==> src/rtl/fetch_stage_pkg.sv <==
// Shared fetch/decode/hazard constants: PC width, bubble encoding, reset PC
// and the IF/ID pipeline record.
package fetch_stage_pkg;

  localparam int PC_W    = 32;
  localparam int INSTR_W = 32;

  localparam logic [INSTR_W-1:0] DEFAULT_NOP_INSTR = 32'h0000_0013;
  localparam logic [PC_W-1:0]    DEFAULT_RESET_PC  = 32'h0000_0000;

  typedef struct packed {
    logic [INSTR_W-1:0] instr;
    logic [PC_W-1:0]    pc;
    logic [PC_W-1:0]    pc_plus4;
    logic               valid;
  } if_id_t;

  // Sequential fetch increment; wraps modulo 2^32 by construction.
  function automatic logic [PC_W-1:0] pc_increment(input logic [PC_W-1:0] pc);
    return pc + PC_W'(4);
  endfunction

  function automatic if_id_t if_id_bubble(input logic [INSTR_W-1:0] nop);
    if_id_t b;
    b.instr    = nop;
    b.pc       = '0;
    b.pc_plus4 = '0;
    b.valid    = 1'b0;
    return b;
  endfunction

endpackage

==> src/rtl/fetch_stage_pipe_reg_if_id.sv <==
// IF/ID pipeline register: reset > flush > stall > load.
module pipe_reg_if_id
  import fetch_stage_pkg::*;
#(
  parameter logic [INSTR_W-1:0] NOP_INSTR = DEFAULT_NOP_INSTR
) (
  input  logic               clk,
  input  logic               reset,
  input  logic               flush,
  input  logic               stall,
  input  logic [INSTR_W-1:0] instr_in,
  input  logic [PC_W-1:0]    pc_in,
  input  logic [PC_W-1:0]    pc_plus4_in,
  output logic [INSTR_W-1:0] instr,
  output logic [PC_W-1:0]    pc,
  output logic [PC_W-1:0]    pc_plus4,
  output logic               valid
);

  if_id_t if_id_reg;
  if_id_t if_id_next;

  // Flush deliberately beats stall so a redirect never leaves a stale slot.
  always_comb begin
    if_id_next = if_id_reg;
    if (flush) begin
      if_id_next = if_id_bubble(NOP_INSTR);
    end else if (!stall) begin
      if_id_next.instr    = instr_in;
      if_id_next.pc       = pc_in;
      if_id_next.pc_plus4 = pc_plus4_in;
      if_id_next.valid    = 1'b1;
    end
  end

  always_ff @(posedge clk) begin
    if (reset) begin
      if_id_reg <= if_id_bubble(NOP_INSTR);
    end else begin
      if_id_reg <= if_id_next;
    end
  end

  assign instr    = if_id_reg.instr;
  assign pc       = if_id_reg.pc;
  assign pc_plus4 = if_id_reg.pc_plus4;
  assign valid    = if_id_reg.valid;

endmodule

==> src/rtl/fetch_stage.sv <==
// RV32I instruction-fetch stage with PC register and IF/ID register.
// Optional performance counters are built when PERF_CNT_EN is defined.
module fetch_stage
  import fetch_stage_pkg::*;
#(
  parameter logic [PC_W-1:0]    RESET_PC  = DEFAULT_RESET_PC,
  parameter logic [INSTR_W-1:0] NOP_INSTR = DEFAULT_NOP_INSTR
) (
  input  logic               clk,
  input  logic               reset,
  input  logic               PCSrcE,
  input  logic [PC_W-1:0]    PCTargetE,
  input  logic               StallF,
  input  logic               StallD,
  input  logic               FlushD,
  output logic [PC_W-1:0]    imem_addr,
  input  logic [INSTR_W-1:0] imem_rdata,
  output logic [PC_W-1:0]    PCF,
  output logic [INSTR_W-1:0] InstrD,
  output logic [PC_W-1:0]    PCD,
  output logic [PC_W-1:0]    PCPlus4D,
  output logic               ValidD
`ifdef PERF_CNT_EN
  ,
  output logic [31:0]        redirect_cnt,
  output logic [31:0]        stall_cnt
`endif
);

  logic [PC_W-1:0] pc_reg;
  logic [PC_W-1:0] pc_next;
  logic [PC_W-1:0] pc_plus4;
  logic            flush_d;

  assign pc_plus4 = pc_increment(pc_reg);

  // A redirect must win over a stall, otherwise the branch target is lost.
  always_comb begin
    pc_next = pc_plus4;
    if (PCSrcE) begin
      pc_next = PCTargetE;
    end else if (StallF) begin
      pc_next = pc_reg;
    end
  end

  always_ff @(posedge clk) begin
    if (reset) begin
      pc_reg <= RESET_PC;
    end else begin
      pc_reg <= pc_next;
    end
  end

  assign PCF       = pc_reg;
  assign imem_addr = pc_reg;

  // The wrong-path instruction in Decode is squashed here on every redirect.
  assign flush_d = FlushD | PCSrcE;

  pipe_reg_if_id #(
    .NOP_INSTR (NOP_INSTR)
  ) u_if_id (
    .clk         (clk),
    .reset       (reset),
    .flush       (flush_d),
    .stall       (StallD),
    .instr_in    (imem_rdata),
    .pc_in       (pc_reg),
    .pc_plus4_in (pc_plus4),
    .instr       (InstrD),
    .pc          (PCD),
    .pc_plus4    (PCPlus4D),
    .valid       (ValidD)
  );

`ifdef PERF_CNT_EN
  logic [31:0] redirect_cnt_reg;
  logic [31:0] stall_cnt_reg;

  // A stall edge that coincides with a redirect counts only as a redirect.
  always_ff @(posedge clk) begin
    if (reset) begin
      redirect_cnt_reg <= '0;
      stall_cnt_reg    <= '0;
    end else if (PCSrcE) begin
      redirect_cnt_reg <= redirect_cnt_reg + 32'd1;
    end else if (StallF) begin
      stall_cnt_reg <= stall_cnt_reg + 32'd1;
    end
  end

  assign redirect_cnt = redirect_cnt_reg;
  assign stall_cnt    = stall_cnt_reg;
`endif

endmodule

==> config.mk <==
export PLATFORM = sky130hd
export DESIGN_NAME = fetch_stage
export DESIGN_NICKNAME = d
export VERILOG_FILES = /design/src/rtl/fetch_stage_pkg.sv /design/src/rtl/fetch_stage_pipe_reg_if_id.sv /design/src/rtl/fetch_stage.sv
export SDC_FILE = /design/constraint.sdc
export NUM_CORES = 1
export LEC_CHECK = 0
export CAP_MARGIN = 0
export CORE_MARGIN = 10
export CORE_UTILIZATION = 48
export DETAILED_ROUTE_END_ITERATION = 8
export GPL_TIMING_DRIVEN = 0
export PLACE_DENSITY_LB_ADDON = 0.1
export SYNTH_ARGS = -nofsm -noshare
export SYNTH_HDL_FRONTEND = slang
export SYNTH_SLANG_ARGS = --single-unit
==> constraint.sdc <==
create_clock -name clk -period 3 [get_ports clk]
set_input_delay 0.9 -clock clk [delete_from_list [all_inputs] [get_ports clk]]
set_output_delay 0.9 -clock clk [all_outputs]
set_load 0.005 [all_outputs]
==> flow_metrics.tcl <==
set metrics [dict create \
    synth_area_per_cell_um2 8.99 \
    kind_of_critical_path "in2reg" \
    cell_internal_pwr_w 0.00331 \
    ir_worst_vdd_mv 0.356 \
    timing.hold.ws_ps 466 \
    vias 5539 \
    switching_power_w 0.00102 \
    critical_path_peak_fanout 8 \
    power.clock.fraction_pct 44.9 \
    power-per-cell-area_mw_per_mm2 482 \
    fin_ws_ps 250 \
    reg2reg_slack_ps 530 \
    fp_rows 40 \
    placedCellCount 1056 \
    layout_cells_excl_fill 1086 \
    endpoint_kind "register" \
    crit_path_max_incr_delay_ps 710 \
    timing_worst_slew_pin_value_ps 844 \
    yosys.area.top_type_share_pct 42.9 \
    rsz0062_at_grt "false" \
    drv.max_cap_violation_count 0 \
    first_iter_violations 447 \
    ys_warns 0 \
    timing.final.crit_period_ps 2750 \
    ys_seq_area_share_pct 42.9 \
    insertedDiodeCount 0 \
    timing.clock.skew_ps 6.35 \
    synth-main-ff-cell "dfxtp_1" \
    final_cell_area_mm2 0.00898 \
    synthesis.area_mm2 0.00592 \
    grt_start_max_net_pins 17 \
    totalNegativeSetupSlack_ps 0 \
    nNetsFinal 978 \
    sequentialPowerShare_pct 41.5 \
    core_mm2 0.0121 \
    placed_area_mm2 0.00843 \
    worst_setup_path_endpoint "PCF[10]$_SDFFE_PP0N_" \
    first_pass_grt_wire_length_um 30400 \
    max_slew_margin_pct 43.3 \
    tritoncts_clock_tree "yes" \
    cp_cell_sequence "clkdlybuf4s50_1 -> nand4b_1 -> or3_1 -> a21o_1 -> a21oi_1" \
    gp_congestion 0.892 \
    synth_edf_count 0 \
    fraction_of_final_layout_cells_with_drive_strength_greater_than_1_pct 10.3 \
    route.detailed.vias_per_inst 5.10 \
    cts.htree.levels 4 \
    async_reset_ff_share_pct 0 \
    antenna_found_initial 0 \
    area_growth_pct 51.7 \
    cts.path.max_buffers 2 \
    critPathLaunch "StallF" \
    crit_arrival_ps 3090 \
    fp.dieArea_mm2 0.0172 \
    timing.rr.end "PCF[25]$_SDFFE_PP0N_" \
    place_worst_setup_slack_ps -119 \
    number_of_global_route_vias_before_repair 5619 \
    area_used_by_sequential_logic_in_the_layout_mm2 0.00254 \
    drcViolationCount 0 \
    final.period_utilization_pct 91.7 \
    initial_utilization_pct 49.1 \
    multiInputGateArea_mm2 0.00282 \
    yosys_register_bits 127 \
    total_global_routing_track_utilization_pct 23.0 \
    post-synth-top-area-cell "dfxtp_1" \
    hold_path.class "reg2reg" \
    synth_top_cells_by_area "dfxtp_1, mux2i_1, nor2_1" \
    reg2regPathDepth 6 \
    netlist_instances 659 \
    p_leak_nw 3.53 \
    dieHeight_um 131 \
    buffers_on_ports 229 \
    finalMaxSlewViolations 0 \
    clock_insertion_delay_worst_skew_ps 420 \
    detail_route.first_pass.iterations 5 \
    outcome "finished, final reports clean" \
    floorplan.die.width_um 131 \
    number_of_cts_inserted_buffers 17 \
    cts.reportedPaths.clkPinSlew_ps 50 \
    ys_types 45 \
    crit-reg2reg-launch "PCF[4]$_SDFFE_PP0N_" \
    fmax_ghz 0.364 \
    pin_count 231 \
    wl_um 20200 \
    detail_route.wl_per_cell_um 18.6 \
    layout.filler_cells 907 \
    worst_ep_required_time_ps 3350 \
    syn-num-nets 730 \
    dp.final_hpwl_um 15600 \
    gr-total-overflow 0 \
    timing.critical_path.from_type "input port" \
    finalHoldViolations 0 \
    net_sw_share_pct 23.5 \
    postCtsSetupRepairBufs 0 \
    tritoncts_num_sinks 127 \
    crit_slowest_cell "nand4b_1" \
    post_cts_resized 0 \
    comb_power_share_pct 13.6 \
    clockRootBuffer "clkbuf_16" \
    final_setup_fails 0 \
    postCtsHoldBufs 0 \
    antenna_left 0 \
]
kinds of logic (layout without fill, tap and decap cells):
family / Yosys count / after routing / share of synthesized area [%]
fa+ha+maj: 1 / 1 / 0.211
compound gates: 97 / 97 / 9.42
flops: 127 / 127 / 42.9
mux: 75 / 75 / 12.7
buf+inv: 107 / 366 / 9.55
xor+xnor: 50 / 50 / 7.39
simple gates: 202 / 202 / 17.8
power groups by stage:
stage	logic [W]	registers [W]	clock network, W
finish	0.000588	0.00180	0.00194
global route	0.000633	0.00180	0.00205
CTS	0.000592	0.00180	0.00195
detailed placement	0.000587	0.00183	0
global placement	0.000576	0.00183	0
floorplan	0.000270	0.00182	0
Yosys cell counts, types with 2 or more instances:
cell      instances
dfxtp_1         127
nor2_1           99
mux2i_1          75
a21oi_1          47
buf_4            36
xnor2_1          31
clkbuf_1         30
nand2_1          24
o21ai_0          24
inv_1            21
xor2_1           19
nand3_1          15
o21a_1           15
buf_2            10
nand4_1          10
nor3_1            8
buf_1             7
nor3_2            7
and4_1            6
nor4_1            6
nor4_2            4
or3_1             4
a211oi_1          3
and3_1            3
nor2b_1           3
a311o_1           2
and2_1            2
buf_6             2
nor4_4            2
or4_4             2
final cells by class:
cell class                 instances  area share, %
multi-input combinational        425           31.3
sequential                       127           28.3
timing repair buffer             229           25.5
clock buffer                      24           5.58
buffer                            86           5.42
tap                              168           2.34
inverter                          21          0.877
clock inverter                     6          0.641
through the flow:
stage	utilization (%)	total power, W
floorplan	-	0.00209
global placement	69.9	0.00240
detailed placement	69.9	0.00242
CTS	74.5	0.00434
global route	74.5	0.00448
finish	74.5	0.00433
cells in the final DEF, fill, tap and decap left out, types with 3 or more instances in the layout:
cell             Yosys  final
nor4_2               4      4
nand3_1             15     15
buf_4               36     36
clkbuf_8             0      5
nor3_1               8      8
nand2_1             24     24
a211oi_1             3      3
clkbuf_16            0     17
and3_1               3      3
and4_1               6      6
o21a_1              15     15
a21oi_1             47     47
nor2_1              99     99
buf_1                7      7
or3_1                4      4
nor2b_1              3      3
dfxtp_1            127    127
mux2i_1             75     75
clkinv_2             0      4
nor4_1               6      6
nand4_1             10     10
xor2_1              19     19
xnor2_1             31     31
inv_1               21     21
nor3_2               7      7
clkbuf_1            30     32
buf_2               10     10
o21ai_0             24     24
clkdlybuf4s50_1      0    229
critical path: cells and delay by family:
family | cells | cell delay [ps]
and+or+nand+nor | 2 | 1260
buffers and inverters | 1 | 610
AOI/OAI and AO/OA | 2 | 330
worst min path at each step:
stage / from / endpoint / slack [ps] / cells after the start
final: u_if_id.valid$_SDFFE_PP0N_ / u_if_id.valid$_SDFFE_PP0N_ / 470 / 1
after global routing: u_if_id.pc_plus4[7]$_SDFFE_PP0N_ / u_if_id.pc_plus4[7]$_SDFFE_PP0N_ / 490 / 2
after CTS: u_if_id.valid$_SDFFE_PP0N_ / u_if_id.valid$_SDFFE_PP0N_ / 470 / 1
after detailed placement: u_if_id.valid$_SDFFE_PP0N_ / u_if_id.valid$_SDFFE_PP0N_ / 450 / 1
after global placement: u_if_id.valid$_SDFFE_PP0N_ / u_if_id.valid$_SDFFE_PP0N_ / 440 / 1
after floorplan: u_if_id.valid$_SDFFE_PP0N_ / u_if_id.valid$_SDFFE_PP0N_ / 450 / 1
layer usage:
layer / vias to the layer above / wire length [um] / GRT usage (%)
li1: 2704 / - / -
met1: 2592 / 7850 / 25.3
met2: 209 / 10100 / 39.5
met3: 34 / 1890 / 8.41
met4: 0 / 424 / 8.76
met5: - / 0 / 0
No activity file was read; power rests on OpenSTA's default activity.
==> edit (same flow settings) <==
The option `PERF_CNT_EN` is turned on by a define.
--- a/src/rtl/fetch_stage.sv
+++ b/src/rtl/fetch_stage.sv
@@ -1,4 +1,6 @@
 // RV32I instruction-fetch stage with PC register and IF/ID register.
 // Optional performance counters are built when PERF_CNT_EN is defined.
+`define PERF_CNT_EN
+
 module fetch_stage
   import fetch_stage_pkg::*;
Behaviour (old outputs only; new: redirect_cnt and stall_cnt): unchanged (Yosys induction, for registers that start in step).
==> edit against the original RTL <==
Total power is 33% higher. Sequential cell count up 64. Sequential power rose by 48%. Global-route usage increased by 1.3 points. Combinational power grew 15%. Non-clock buffer count increased by 102. Cell area is 43% higher. Area after synthesis grew 51%. Setup slack got worse by 0.14 ns. First-iteration DRC count is 31% higher. Fmax shrank 4.9%. Final cell count is 48% higher. Routed wire length is 52% higher. Critical endpoint is now redirect_cnt[28]. Largest cell class unchanged. Largest power group is now registers.
==> edit: results (changes against the original RTL) <==
dr_wl_met2_um: 14150  # +41%
ir_drop_mv: 0.3868  # +8.6%
hold_path_startpoint: "u_if_id.pc_plus4[5]"
port_buffers: 292  # +28%
vias_per_cell: 5.621  # +10%
met3_usage_pct: 9.539  # +1.1 points
grt_use_total_pct: 24.28  # +1.3 points
ff2ff_path_depth: 5  # -1
wl_um: 30740  # +52%
drive_above_1_share_pct: 8.145  # -2.2 points
p_leak_uw: 0.004528  # +28%
stdcell_count: 1605  # +48%
synthesis.nets: 1120  # +53%
synth_commonest_cells: "191 x dfxtp_1, 129 x nor2_1, 64 x mux2i_1"
arrival_ns: 3.21  # +0.12 ns
clock-root-buffer: "clkbuf_16"
hpwl_um: 23090  # +48%
cp-endpoint: "redirect_cnt[28]"
synthArstFlopShare_pct: 0  # unchanged
timing.hold.ws_ns: 0.4619  # -0.003666 ns
gp_congestion: 0.8756  # -1.8%
grt_first_pass_wirelength_um: 47830  # +58%
r2r-start: "PCF[2]"
yosysSeqAreaShare_pct: 42.65  # -0.27 points
ys_types: 51  # +13%
fillCellCount: 1504  # +66%
synth.area.top_cells: "dfxtp_1 43%, mux2i_1 7.1%, nor2_1 5.4%, a21oi_1 3.2%, buf_4 3.0%"
met2_usage_pct: 38.80  # -0.67 points
regToRegEndpoint: "PCF[24]"
wl_met1_um: 12540  # +60%
final_nets: 1436  # +47%
dpl-instance-area_mm2: 0.01217  # +44%
grt_pass1_vias: 8486  # +51%
pre_cts_ws_ns: -0.5333  # -0.4142 ns
cp_max_fo: 10  # +2
met1_usage_pct: 29.38  # +4.0 points
clkSlewWorstSetupHoldPaths_ns: 0.07  # +0.02 ns
firstDrtPassIters: 8  # +3
status: "completed"
crit_start: "PCSrcE"
clock_skew_ns: 0.006377  # +0.00002606 ns
holdPathStages: 2  # +1
ff2ff_setup_slack_ns: 0.35  # -0.18 ns
syn_inst: 1047  # +59%
wl_met3_um: 3439  # +82%
antenna_found_initial: 1  # +1
-- edit: changes by cell type after synthesis, moves of 17 or more --
| cell | unedited run | this run |
|---|---|---|
| dfxtp_1 | 127 | 191 |
| nand2_1 | 24 | 62 |
| nor3_1 | 8 | 40 |
| clkbuf_1 | 30 | 61 |
| nor2_1 | 99 | 129 |
| or4_1 | 1 | 25 |
| o21ai_0 | 24 | 46 |
| o31ai_1 | 1 | 21 |
| nor4_1 | 6 | 24 |
| nand4_1 | 10 | 27 |
-- edit: repair_timing --
| item | in CTS | in global routing |
|---|---|---|
| gates resized for setup | 1 | 8 |
| buffers inserted | 0 | 5 |
| hold endpoints to repair | 0 | 0 |
| pin swaps | 1 | 3 |
| hold buffers | 0 | 0 |
| setup endpoints to repair | 9 | 26 |
-- edit: logic make-up after synthesis --
logic type | after synthesis | synth area share, %
simple gates | 407 | 23.64
flops | 191 | 42.65
compound gates | 178 | 12.35
buf+inv | 148 | 7.927
mux | 78 | 8.904
xor+xnor | 42 | 4.103
fa+ha+maj | 3 | 0.4187
-- edit: layout make-up --
cell class                 count  area, um^2  area share (%)
multi-input combinational    708        4437           34.52
sequential                   191        3824           29.75
timing repair buffer         297        2960           23.03
buffer                       120       611.8           4.761
clock buffer                  19       442.9           3.446
tap                          229       286.5           2.229
clock inverter                12       182.7           1.421
inverter                      28       105.1          0.8178
antenna                        1       2.502         0.01947
-- edit: power by group --
part           total [uW]  switching (uW)  internal (uW)
Clock                2430            1010           1420
Sequential           2660            69.9           2590
Combinational         674             308            366
-- edit: critical path, cell delays in order --
cell and delay [ns]:
clkdlybuf4s50_1 0.65, nand4_1 0.12, buf_4 0.18, or4_1 0.59, clkbuf_2 0.24, nor3_1 0.17
mux2_2 0.35
